### src/rtl/adam_spi_pkg.sv
// adam_spi_pkg: shared SPI types and widths.
//   spi_state_e : PHY engine states (also used by the adam_periph_spi register block)
//   DLEN_W      : width of the frame-length field
//   EDGE_W      : width of the sclk edge index (holds 2*DATA_WIDTH+1 for DATA_WIDTH <= 64)
package adam_spi_pkg;

  localparam int unsigned DLEN_W = 6;
  localparam int unsigned EDGE_W = DLEN_W + 2;

  typedef enum logic [2:0] {
    ST_IDLE,
    ST_LEAD,
    ST_SHIFT,
    ST_TRAIL,
    ST_PAUSED
  } spi_state_e;

endpackage

### src/rtl/adam_spi_phy_if.sv
// adam_spi_phy_if: frame-level transmit/receive bus of the SPI PHY.
//   tx_data/tx_valid/tx_ready : valid/ready frame handshake into the PHY
//   rx_data/rx_valid          : received frame, rx_valid is a one-cycle pulse
//   master modport: the client feeding frames; slave modport: the PHY.
interface adam_spi_phy_if #(
  parameter int unsigned DATA_WIDTH = 32
);

  logic [DATA_WIDTH-1:0] tx_data;
  logic                  tx_valid;
  logic                  tx_ready;
  logic [DATA_WIDTH-1:0] rx_data;
  logic                  rx_valid;

  modport master (
    output tx_data, tx_valid,
    input  tx_ready, rx_data, rx_valid
  );

  modport slave (
    input  tx_data, tx_valid,
    output tx_ready, rx_data, rx_valid
  );

endinterface

### src/rtl/adam_spi_clkgen.sv
// adam_spi_clkgen: sclk half-period timer for the SPI PHY.
//   clk, rst  : system clock, synchronous active-high reset
//   start     : frame handshake; latches H = max(1, brr/2) and arms the timer
//   run       : frame in progress (LEAD/SHIFT/TRAIL)
//   brr       : clk cycles per sclk period
//   tick      : an sclk edge (or the end of TRAIL) happens at this clk edge
//   edge_num  : 1-based index of the edge signalled by tick
module adam_spi_clkgen
  import adam_spi_pkg::*;
#(
  parameter int unsigned DATA_WIDTH = 32
) (
  input  logic                  clk,
  input  logic                  rst,
  input  logic                  start,
  input  logic                  run,
  input  logic [DATA_WIDTH-1:0] brr,
  output logic                  tick,
  output logic [EDGE_W-1:0]     edge_num
);

  logic [DATA_WIDTH-1:0] half;
  logic [DATA_WIDTH-1:0] half_q;
  logic [DATA_WIDTH-1:0] cnt_q;
  logic [EDGE_W-1:0]     edges_q;

  always_comb begin
    half = {1'b0, brr[DATA_WIDTH-1:1]};
    if (half == '0) half = DATA_WIDTH'(1);
  end

  assign tick     = run && (cnt_q == '0);
  assign edge_num = edges_q + EDGE_W'(1);

  always_ff @(posedge clk) begin
    if (rst) begin
      half_q  <= '0;
      cnt_q   <= '0;
      edges_q <= '0;
    end else if (start) begin
      half_q  <= half;
      cnt_q   <= half - DATA_WIDTH'(1);
      edges_q <= '0;
    end else if (run) begin
      if (cnt_q == '0) begin
        cnt_q   <= half_q - DATA_WIDTH'(1);
        edges_q <= edges_q + EDGE_W'(1);
      end else begin
        cnt_q <= cnt_q - DATA_WIDTH'(1);
      end
    end else begin
      cnt_q   <= '0;
      edges_q <= '0;
    end
  end

endmodule

### src/rtl/adam_spi_phy.sv
// adam_spi_phy: SPI master PHY, one frame of 1..DATA_WIDTH bits per handshake.
//   clk, rst            : system clock, synchronous active-high reset
//   pause_req/pause_ack : pause handshake, honoured only between frames
//   en                  : engine enable; dropping it aborts a frame in flight
//   cpol/cpha/lsbf/dlen : SPI mode, bit order, frame length (0 or >DATA_WIDTH = DATA_WIDTH)
//   brr                 : clk cycles per sclk period
//   bus                 : frame handshake (tx) and received frame (rx)
//   busy                : engine not in IDLE
//   sclk_o/mosi_o/ss_n_o/miso_i : serial pins
// Frame timeline after a handshake at T: ss_n_o low at T+1, LEAD for H cycles,
// 2*n sclk edges spaced H apart, TRAIL for H cycles, then rx_valid.
module adam_spi_phy
  import adam_spi_pkg::*;
#(
  parameter int unsigned DATA_WIDTH = 32
) (
  input  logic                  clk,
  input  logic                  rst,
  input  logic                  pause_req,
  output logic                  pause_ack,
  input  logic                  en,
  input  logic                  cpol,
  input  logic                  cpha,
  input  logic                  lsbf,
  input  logic [DLEN_W-1:0]     dlen,
  input  logic [DATA_WIDTH-1:0] brr,
  adam_spi_phy_if.slave         bus,
  output logic                  busy,
  output logic                  sclk_o,
  output logic                  mosi_o,
  output logic                  ss_n_o,
  input  logic                  miso_i
);

  spi_state_e state_q, state_d;

  logic                  cpol_q, cpha_q, lsbf_q;
  logic [EDGE_W-1:0]     nbits_q;
  logic [EDGE_W-1:0]     n_in;
  logic [DATA_WIDTH-1:0] tx_sr, rx_sr, rx_data_q;
  logic                  sclk_q, ss_n_q, rx_valid_q;

  logic                  hs, frame, abort, tick;
  logic [EDGE_W-1:0]     edge_num;
  logic                  odd_edge, sample_edge, shift_edge, last_edge;

  assign bus.tx_ready = (state_q == ST_IDLE) && en && !pause_req && !rst;
  assign hs           = bus.tx_valid && bus.tx_ready;
  assign frame        = (state_q == ST_LEAD) || (state_q == ST_SHIFT) || (state_q == ST_TRAIL);
  assign abort        = frame && !en;

  always_comb begin
    n_in = EDGE_W'(dlen);
    if (dlen == '0 || n_in > EDGE_W'(DATA_WIDTH)) n_in = EDGE_W'(DATA_WIDTH);
  end

  adam_spi_clkgen #(.DATA_WIDTH(DATA_WIDTH)) u_clkgen (
    .clk      (clk),
    .rst      (rst),
    .start    (hs),
    .run      (frame),
    .brr      (brr),
    .tick     (tick),
    .edge_num (edge_num)
  );

  // Edge 1 already carries the first bit for cpha=1 (it was driven from T+1),
  // so the leading-edge shift is skipped for that edge only.
  assign odd_edge    = edge_num[0];
  assign sample_edge = cpha_q ? !odd_edge : odd_edge;
  assign shift_edge  = cpha_q ? (odd_edge && edge_num != EDGE_W'(1)) : !odd_edge;
  assign last_edge   = (edge_num == {nbits_q[EDGE_W-2:0], 1'b0});

  always_ff @(posedge clk) begin
    if (rst) state_q <= ST_IDLE;
    else     state_q <= state_d;
  end

  always_comb begin
    state_d = state_q;
    unique case (state_q)
      ST_IDLE: begin
        if (pause_req) state_d = ST_PAUSED;
        else if (hs)   state_d = ST_LEAD;
      end
      ST_LEAD: begin
        if (!en)       state_d = ST_IDLE;
        else if (tick) state_d = ST_SHIFT;
      end
      ST_SHIFT: begin
        if (!en)                    state_d = ST_IDLE;
        else if (tick && last_edge) state_d = ST_TRAIL;
      end
      ST_TRAIL: begin
        if (!en || tick) state_d = ST_IDLE;
      end
      ST_PAUSED: begin
        if (!pause_req) state_d = ST_IDLE;
      end
      default: state_d = ST_IDLE;
    endcase
  end

  always_ff @(posedge clk) begin
    if (rst) begin
      cpol_q     <= 1'b0;
      cpha_q     <= 1'b0;
      lsbf_q     <= 1'b0;
      nbits_q    <= '0;
      tx_sr      <= '0;
      rx_sr      <= '0;
      rx_data_q  <= '0;
      sclk_q     <= 1'b0;
      ss_n_q     <= 1'b1;
      rx_valid_q <= 1'b0;
    end else begin
      rx_valid_q <= 1'b0;
      if (hs) begin
        cpol_q  <= cpol;
        cpha_q  <= cpha;
        lsbf_q  <= lsbf;
        nbits_q <= n_in;
        // MSB-first frames are left-aligned so the outgoing bit is always the top bit.
        tx_sr   <= lsbf ? bus.tx_data : (bus.tx_data << (DATA_WIDTH - 32'(n_in)));
        rx_sr   <= '0;
        ss_n_q  <= 1'b0;
        sclk_q  <= cpol;
      end else if (abort) begin
        ss_n_q <= 1'b1;
        sclk_q <= cpol_q;
      end else if (frame && tick) begin
        if (state_q == ST_TRAIL) begin
          ss_n_q     <= 1'b1;
          rx_valid_q <= 1'b1;
          // LSB-first frames assemble from the top down; right-align on completion.
          rx_data_q  <= lsbf_q ? (rx_sr >> (DATA_WIDTH - 32'(nbits_q))) : rx_sr;
        end else begin
          sclk_q <= ~sclk_q;
          if (sample_edge)
            rx_sr <= lsbf_q ? {miso_i, rx_sr[DATA_WIDTH-1:1]} : {rx_sr[DATA_WIDTH-2:0], miso_i};
          if (shift_edge)
            tx_sr <= lsbf_q ? (tx_sr >> 1) : (tx_sr << 1);
        end
      end
    end
  end

  assign mosi_o       = lsbf_q ? tx_sr[0] : tx_sr[DATA_WIDTH-1];
  assign sclk_o       = sclk_q;
  assign ss_n_o       = ss_n_q;
  assign bus.rx_valid = rx_valid_q;
  assign bus.rx_data  = rx_data_q;
  assign busy         = (state_q != ST_IDLE);
  assign pause_ack    = (state_q == ST_PAUSED);

endmodule

### src/flat_wrapper.sv
// flat-port wrapper written by rule: the top's interface ports become plain ports
module adam_spi_phy_flat import adam_spi_pkg::*;
#(
  parameter int unsigned DATA_WIDTH = 32
)
  (clk, rst, pause_req, pause_ack, en, cpol, cpha, lsbf, dlen, brr, busy, sclk_o, mosi_o, ss_n_o, miso_i, bus_tx_data, bus_tx_valid, bus_tx_ready, bus_rx_data, bus_rx_valid);
  adam_spi_phy_if #(.DATA_WIDTH(DATA_WIDTH)) bus_i ();
  input  logic clk;
  input  logic rst;
  input  logic pause_req;
  output logic pause_ack;
  input  logic en;
  input  logic cpol;
  input  logic cpha;
  input  logic lsbf;
  input  logic [DLEN_W-1:0] dlen;
  input  logic [DATA_WIDTH-1:0] brr;
  output logic busy;
  output logic sclk_o;
  output logic mosi_o;
  output logic ss_n_o;
  input  logic miso_i;
  input wire logic [$bits(bus_i.tx_data)-1:0] bus_tx_data;
  input wire logic [$bits(bus_i.tx_valid)-1:0] bus_tx_valid;
  output wire logic [$bits(bus_i.tx_ready)-1:0] bus_tx_ready;
  output wire logic [$bits(bus_i.rx_data)-1:0] bus_rx_data;
  output wire logic [$bits(bus_i.rx_valid)-1:0] bus_rx_valid;
  assign bus_i.tx_data = bus_tx_data;
  assign bus_i.tx_valid = bus_tx_valid;
  assign bus_tx_ready = bus_i.tx_ready;
  assign bus_rx_data = bus_i.rx_data;
  assign bus_rx_valid = bus_i.rx_valid;
  adam_spi_phy #(.DATA_WIDTH(DATA_WIDTH)) u_core (.clk(clk), .rst(rst), .pause_req(pause_req), .pause_ack(pause_ack), .en(en), .cpol(cpol), .cpha(cpha), .lsbf(lsbf), .dlen(dlen), .brr(brr), .bus(bus_i), .busy(busy), .sclk_o(sclk_o), .mosi_o(mosi_o), .ss_n_o(ss_n_o), .miso_i(miso_i));
endmodule
### config.mk
export PLATFORM = sky130hd
export DESIGN_NAME = adam_spi_phy_flat
export DESIGN_NICKNAME = d
export VERILOG_FILES = /design/src/rtl/adam_spi_pkg.sv /design/src/rtl/adam_spi_phy_if.sv /design/src/rtl/adam_spi_clkgen.sv /design/src/rtl/adam_spi_phy.sv /design/src/flat_wrapper.sv
export SDC_FILE = /design/constraint.sdc
export NUM_CORES = 1
export LEC_CHECK = 0
export ABC_AREA = 0
export BUFFER_PORTS_ARGS = -buffer_cell sky130_fd_sc_hd__buf_2
export CAP_MARGIN = 20
export CORE_AREA = 5 5 156 158
export CTS_CLUSTER_SIZE = 40
export DETAILED_ROUTE_END_ITERATION = 6
export DIE_AREA = 0 0 161 163
export HOLD_SLACK_MARGIN = 0.03
export PLACE_DENSITY_LB_ADDON = 0.2
export SLEW_MARGIN = 20
export SYNTH_ARGS = -nofsm -noshare
export SYNTH_HDL_FRONTEND = slang
export SYNTH_SLANG_ARGS = --single-unit
### constraint.sdc
create_clock -name clk -period 4.8 [get_ports clk]
set_input_delay 0.48 -clock clk [delete_from_list [all_inputs] [get_ports clk]]
set_output_delay 0.48 -clock clk [all_outputs]
set_load 0.01 [all_outputs]
# Word level (Yosys, flattened, before mapping)

Index checks and enable logic that the tools add are counted.

Flip-flop bits (word level): 185
Input bits: 79
Output and inout port bits: 39
Word-level logic and storage cells: 113

$add $sub $neg: 6
$lt $le $gt $ge: 1
Equality and inequality tests: 14
Shifts and indexed selects: 2
Mux-type cells: 35
Bitwise gates (word level): 6
Reduce and logical (&&, ||, !) cells: 35

Operators by type and width:

| cell                                                   | number |
|---|---|
| two-way mux 32 bit                                     | 12 |
| subtractor 32 x 1 -> 32 bit (second input constant)    | 3 |
| zero test 32 bit                                       | 1 |
| left shift 32 x 32 -> 32 bit                           | 1 |
| >> shifter 32 x 32 -> 32 bit                           | 1 |
| zero test 31 bit                                       | 1 |
| two-way mux 31 bit                                     | 1 |
| two-way mux 3 bit                                      | 8 |
| one-hot mux 3 bit (5 select lines)                     | 1 |
| two-way mux 1 bit                                      | 12 |
| AND reduction 4 bit                                    | 3 |
| logical AND 1 bit                                      | 9 |
| nonzero test 3 bit                                     | 3 |
| subtractor 6 x 8 -> 9 bit (first input constant)       | 1 |
| adder 8 x 1 -> 8 bit (second input constant)           | 1 |
| == test 8 bit                                          | 1 |
| inequality test 8 x 1 -> 1 bit (second input constant) | 1 |
| subtractor 6 x 6 -> 7 bit (first input constant)       | 1 |
| == test 3 x 2 -> 1 bit (second input constant)         | 2 |
| greater-than comparator 6 bit (second input constant)  | 1 |
| zero test 6 bit                                        | 1 |
| two-way mux 6 bit                                      | 1 |
| inequality test 3 x 2 -> 1 bit (second input constant) | 2 |
| NOT 1 bit                                              | 6 |
| other kinds (15)                                       | 25 |

# Depth between registers and ports, before layout

Word-level depth: 9
Depth in mapped cells: 17

# Hierarchy

Synthesis repeated with hierarchy kept, for this count alone.

Cells, all modules: 1768
Area total of the unflattened synthesis: 14184.9 µm²

By module, submodules not included:

| module          | times used | cells an instance | area each (µm²) | sequential area each (µm²) |
|---|---|---|---|---|
| adam_spi_phy    | 1          | 1220              | 9774.4          | 2222.1 |
| adam_spi_clkgen | 1          | 548               | 4410.5          | 1421.4 |

# Least setup slack after synthesis

OpenSTA, ideal clock, no wires.

Kind: input -> register
From: in dlen[0]
To: reg u_core.tx_sr[27]
Setup time: 0.129 ns
Arrival: 3.683 ns
Required time: 4.671 ns
Path slack: 0.988 ns
Stages: 14
Buffers on the path: 6
Cells stage by stage: nor2b_1 clkbuf_1 buf_2 buf_2 inv_1 ha_1 clkbuf_1 buf_1 clkbuf_1 mux4_2 mux2i_1 mux2i_1 a21oi_1 o21ai_0

Cells in the longest elaborated chain, start to end: 7
Elaborated cells on any way between the ends: 8
Those cells by class: add/sub: 1; order compare: 1; shift: 1; mux: 3; reduce/logical: 2

Ends and longest elaborated chain:

| element                                                                 | line                | source |
|---|---|---|
| from (decl)                                                             | flat_wrapper.sv:16  | `input logic [DLEN_W-1:0] dlen;` |
| greater-than comparator 6 bit / zero test 6 bit (equally long branches) | adam_spi_phy.sv:54  | `if (dlen == '0 \|\| n_in > EDGE_W'(DATA_WIDTH)) n_in = EDGE_W'(DATA_WIDTH);` |
| logical OR 1 bit                                                        | adam_spi_phy.sv:54  |  |
| two-way mux 6 bit (*)                                                   | adam_spi_phy.sv:54  |  |
| subtractor 6 x 6 -> 7 bit (*)                                           | adam_spi_phy.sv:124 | `tx_sr <= lsbf ? bus.tx_data : (bus.tx_data << (DATA_WIDTH - 32'(n_in)));` |
| left shift 32 x 32 -> 32 bit (*)                                        | adam_spi_phy.sv:124 |  |
| two-way mux 32 bit (*)                                                  | adam_spi_phy.sv:124 |  |
| two-way mux 32 bit (*)                                                  | adam_spi_phy.sv:118 | `if (hs) begin` |
| to (signal assigned)                                                    | adam_spi_phy.sv:124 |  |
| to (signal assigned)                                                    | adam_spi_phy.sv:142 | `tx_sr <= lsbf_q ? (tx_sr >> 1) : (tx_sr << 1);` |
| to (decl)                                                               | adam_spi_phy.sv:40  | `logic [DATA_WIDTH-1:0] tx_sr, rx_sr, rx_data_q;` |

Mark *: on every way between the ends. The rest lies on a longest branch, timed or not.
A chain may end at the register's enable or synchronous reset.

# Worst setup path in the final report

From: reg u_core.u_clkgen.cnt_q[27]
To: reg u_core.u_clkgen.cnt_q[16]

Cells in the longest elaborated chain, start to end: 4

Ends and longest elaborated chain:

| element                | line                  | source |
|---|---|---|
| from (decl)            | adam_spi_clkgen.sv:24 | `logic [DATA_WIDTH-1:0] cnt_q;` |
| from (signal assigned) | adam_spi_clkgen.sv:42 | `cnt_q <= half - DATA_WIDTH'(1);` |
| from (signal assigned) | adam_spi_clkgen.sv:46 | `cnt_q <= half_q - DATA_WIDTH'(1);` |
| from (signal assigned) | adam_spi_clkgen.sv:49 | `cnt_q <= cnt_q - DATA_WIDTH'(1);` |
| zero test 32 bit       | adam_spi_clkgen.sv:45 | `if (cnt_q == '0) begin` |
| two-way mux 32 bit     | adam_spi_clkgen.sv:45 |  |
| two-way mux 32 bit     | adam_spi_clkgen.sv:44 | `end else if (run) begin` |
| two-way mux 32 bit     | adam_spi_clkgen.sv:40 | `end else if (start) begin` |

Every way passes these cells.

==> flow_summary.yaml <==
placement:
  io_buffer_count: 116
  placedCellCount: 1960
  gp_congestion: 0.941
  hpwlAfterDp_um: 28200
  place_ws_ns: 0.887
  dpl_cell_area_mm2: 0.0139
drt:
  drt-met1-wl_um: 17700
  drt_pass1_iterations: 6
  dr_wl_met3_um: 2770
  wl_met2_um: 18900
  first_iter_violations: 1394
  route.vias.total: 13137
  ant_nets: 0
  wl_um: 40100
  drc: 0
  routed.top_layer: "met4"
  avgViaCountPerCell: 6.59
  routedWlPerCell_um: 20.1
sta:
  max_freq_mhz: 251
  clock_skew_ns: 0.0148
  fin_crit_ns: 3.99
  period_share: 0.831
  finalSetupViolations: 0
  rsz0062_at_grt: "false"
  drv_slew: 0
  fin_tns_setup_ns: 0
  hold_viol_final: 0
  setup_ws_ns: 0.811
  worstMarginPinSlew_ns: 0.958
  relSlewSlack: 0.361
run_status:
  outcome: "finished clean"
clock_tree:
  post_cts_buffers: 0
  cts_buffers: 17
  htreeDepth: 4
  post_cts_resized: 0
  cts-root-buf: "clkbuf_16"
  clk_pin_slew_ns: 0.08
  clk_latency_ns: 0.44
  cts_buffer_depth: 2
  cts.sinks: 182
  postCtsHoldBufs: 0
  cts_tree: "built"
cells_and_area:
  nets: 1775
  design_area_mm2: 0.0145
  fin_cells: 1993
  final_util: 0.633
  syn_to_final_growth_pct: 9.08
  antennaDiodeCount: 0
  drive_gt1_frac: 0.163
flow_run:
  max-cap-violations: 0
synth:
  postSynthCellCount: 1662
  synth_top_area_share: 0.273
  synthTopCellsByCount: "201 x nand2_1, 182 x dfxtp_1, 167 x nor2_1"
  synth_seq_cells: 182
  syn_area_mm2: 0.0133
  synth.largest_area_cell: "dfxtp_1"
  synth_edf_count: 0
  synth_nets: 1747
  yosysSeqAreaShare: 0.273
  avgSynthCellArea_um2: 8.02
  yosysMostFrequentCell: "nand2_1"
  ys.flop_type: "dfxtp_1"
  async_flop_share: 0
  yosys-top-cells-area: "dfxtp_1 27%, mux4_2 9.3%, mux2i_1 7.1%, a21oi_1 6.2%, nand2_1 5.7%"
  yosysUniqueCellTypes: 81
  yosysWarnings: 0
setup_path:
  cp_max_fo: 11
  criticalPathCategory: "reg -> reg"
  required_ns: 5.13
  start_kind: "register"
  cp_data_arrival_time_ns: 4.32
  end_kind: "register"
pwr:
  p_int_uw: 2680
  ir_drop_v: 0.000228
  p_clk_frac: 0.365
  p_sw_uw: 1260
  pwr-share-seq: 0.399
  swShare: 0.320
  power_density_mw_per_mm2: 271
  p_leak_uw: 0.00515
  p_comb_frac: 0.235
floorplan:
  initial_core_util: 0.580
  die_width_um: 161
  num_io_pins: 118
  dieArea_mm2: 0.0262
  core_mm2: 0.0230
  num_rows: 56
  die_height_um: 163
global_route:
  grt_max_degree: 91
  gr-usage-all-layers: 0.297
  gr-total-overflow: 0
  grt_first_pass_wirelength_um: 64600
  grt_pass1_vias: 11977
  antenna_found_initial: 0
min_path:
  hold_class: "in -> reg"
cell type report:
type | count | area [um^2]
clock buffers | 18 | 429
clock inverters | 14 | 166
repair buffers | 144 | 813
well taps | 290 | 363
fillers | 2073 | 8440
inverters | 15 | 56.3
multi-input cells | 1330 | 9060
flip-flops and latches | 182 | 3650
placed cells by master, fill, tap and decap left out, drive strengths merged, types with 30 or more instances in the layout:
master,n
nand3,30
nand2,201
buf,144
nor3,62
nor2,168
o22ai,33
mux2i,94
a21oi,164
xor2,31
a211oi,64
nand3b,38
mux4,55
nor4,34
xnor2,38
o21ai,56
dfxtp,182
state kept, by name, summed over array words and instances (netlist names):
| name | flops |
|---|---|
| u_core.lsbf_q | 1 |
| u_core.ss_n_o | 1 |
| u_core.nbits_q | 6 |
| u_core.state_q | 3 |
| u_core.bus.rx_data | 32 |
| u_core.rx_sr | 32 |
| u_core.u_clkgen.cnt_q | 32 |
| u_core.tx_sr | 32 |
| u_core.u_clkgen.half_q | 31 |
| u_core.cpha_q | 1 |
| u_core.bus.rx_valid | 1 |
| u_core.sclk_o | 1 |
| u_core.cpol_q | 1 |
| u_core.u_clkgen.edges_q | 8 |
final timing paths:
| check | slack [ns] | start | cells after the start | to |
|---|---|---|---|---|
| min reg2reg | 0.47 | u_core.cpol_q | 2 | u_core.cpol_q |
| min | 0.27 | brr[11] | 3 | u_core.u_clkgen.half_q[10] |
| max | 0.81 | u_core.u_clkgen.cnt_q[27] | 12 | u_core.u_clkgen.cnt_q[16] |
| max reg2reg | 0.81 | u_core.u_clkgen.cnt_q[27] | 12 | u_core.u_clkgen.cnt_q[16] |
metrics by stage:
stage | hold WS (ns) | power (uW)
2_1_floorplan | 0.437 | 2290
3_3_place_gp | 0.447 | 2500
3_5_place_dp | 0.460 | 2510
4_1_cts | 0.257 | 3940
5_1_grt | 0.274 | 4110
6_report | 0.269 | 3940
metal layers:
metal | track usage | vias to the layer above
li1 | - | 6245
met3 | 0.0362 | 67
met1 | 0.417 | 6261
met2 | 0.493 | 564
met4 | 0.0717 | 0
met5 | 0 | -
power groups by stage:
stage	Sequential [uW]	Combinational, uW	Clock (uW)
final	1570	927	1440
after global routing	1580	1010	1530
after detailed placement	1610	902	0
after global placement	1610	894	0
after CTS	1570	909	1460
after floorplan	1590	694	0
critical path: stages (launching register included):
cell,delay [ns]
dfxtp_1,0.36
or4_1,0.60
or4_4,0.61
nor3_4,0.48
a21oi_1,0.18
ha_1,0.24
nand2b_1,0.19
or3_4,0.20
or2_0,0.31
a2111o_1,0.21
mux2i_1,0.18
nor2_1,0.05
a211o_1,0.26
cell families after synthesis:
family | share of synthesized area
AND/OR/NAND/NOR | 0.253
flip-flops | 0.273
buffers and inverters | 0.0502
XOR/XNOR | 0.0453
AO/OA/AOI/OAI | 0.202
adder cells (fa/ha/maj) | 0.00563
multiplexers | 0.171
No activity file was read; power rests on OpenSTA's default activity.
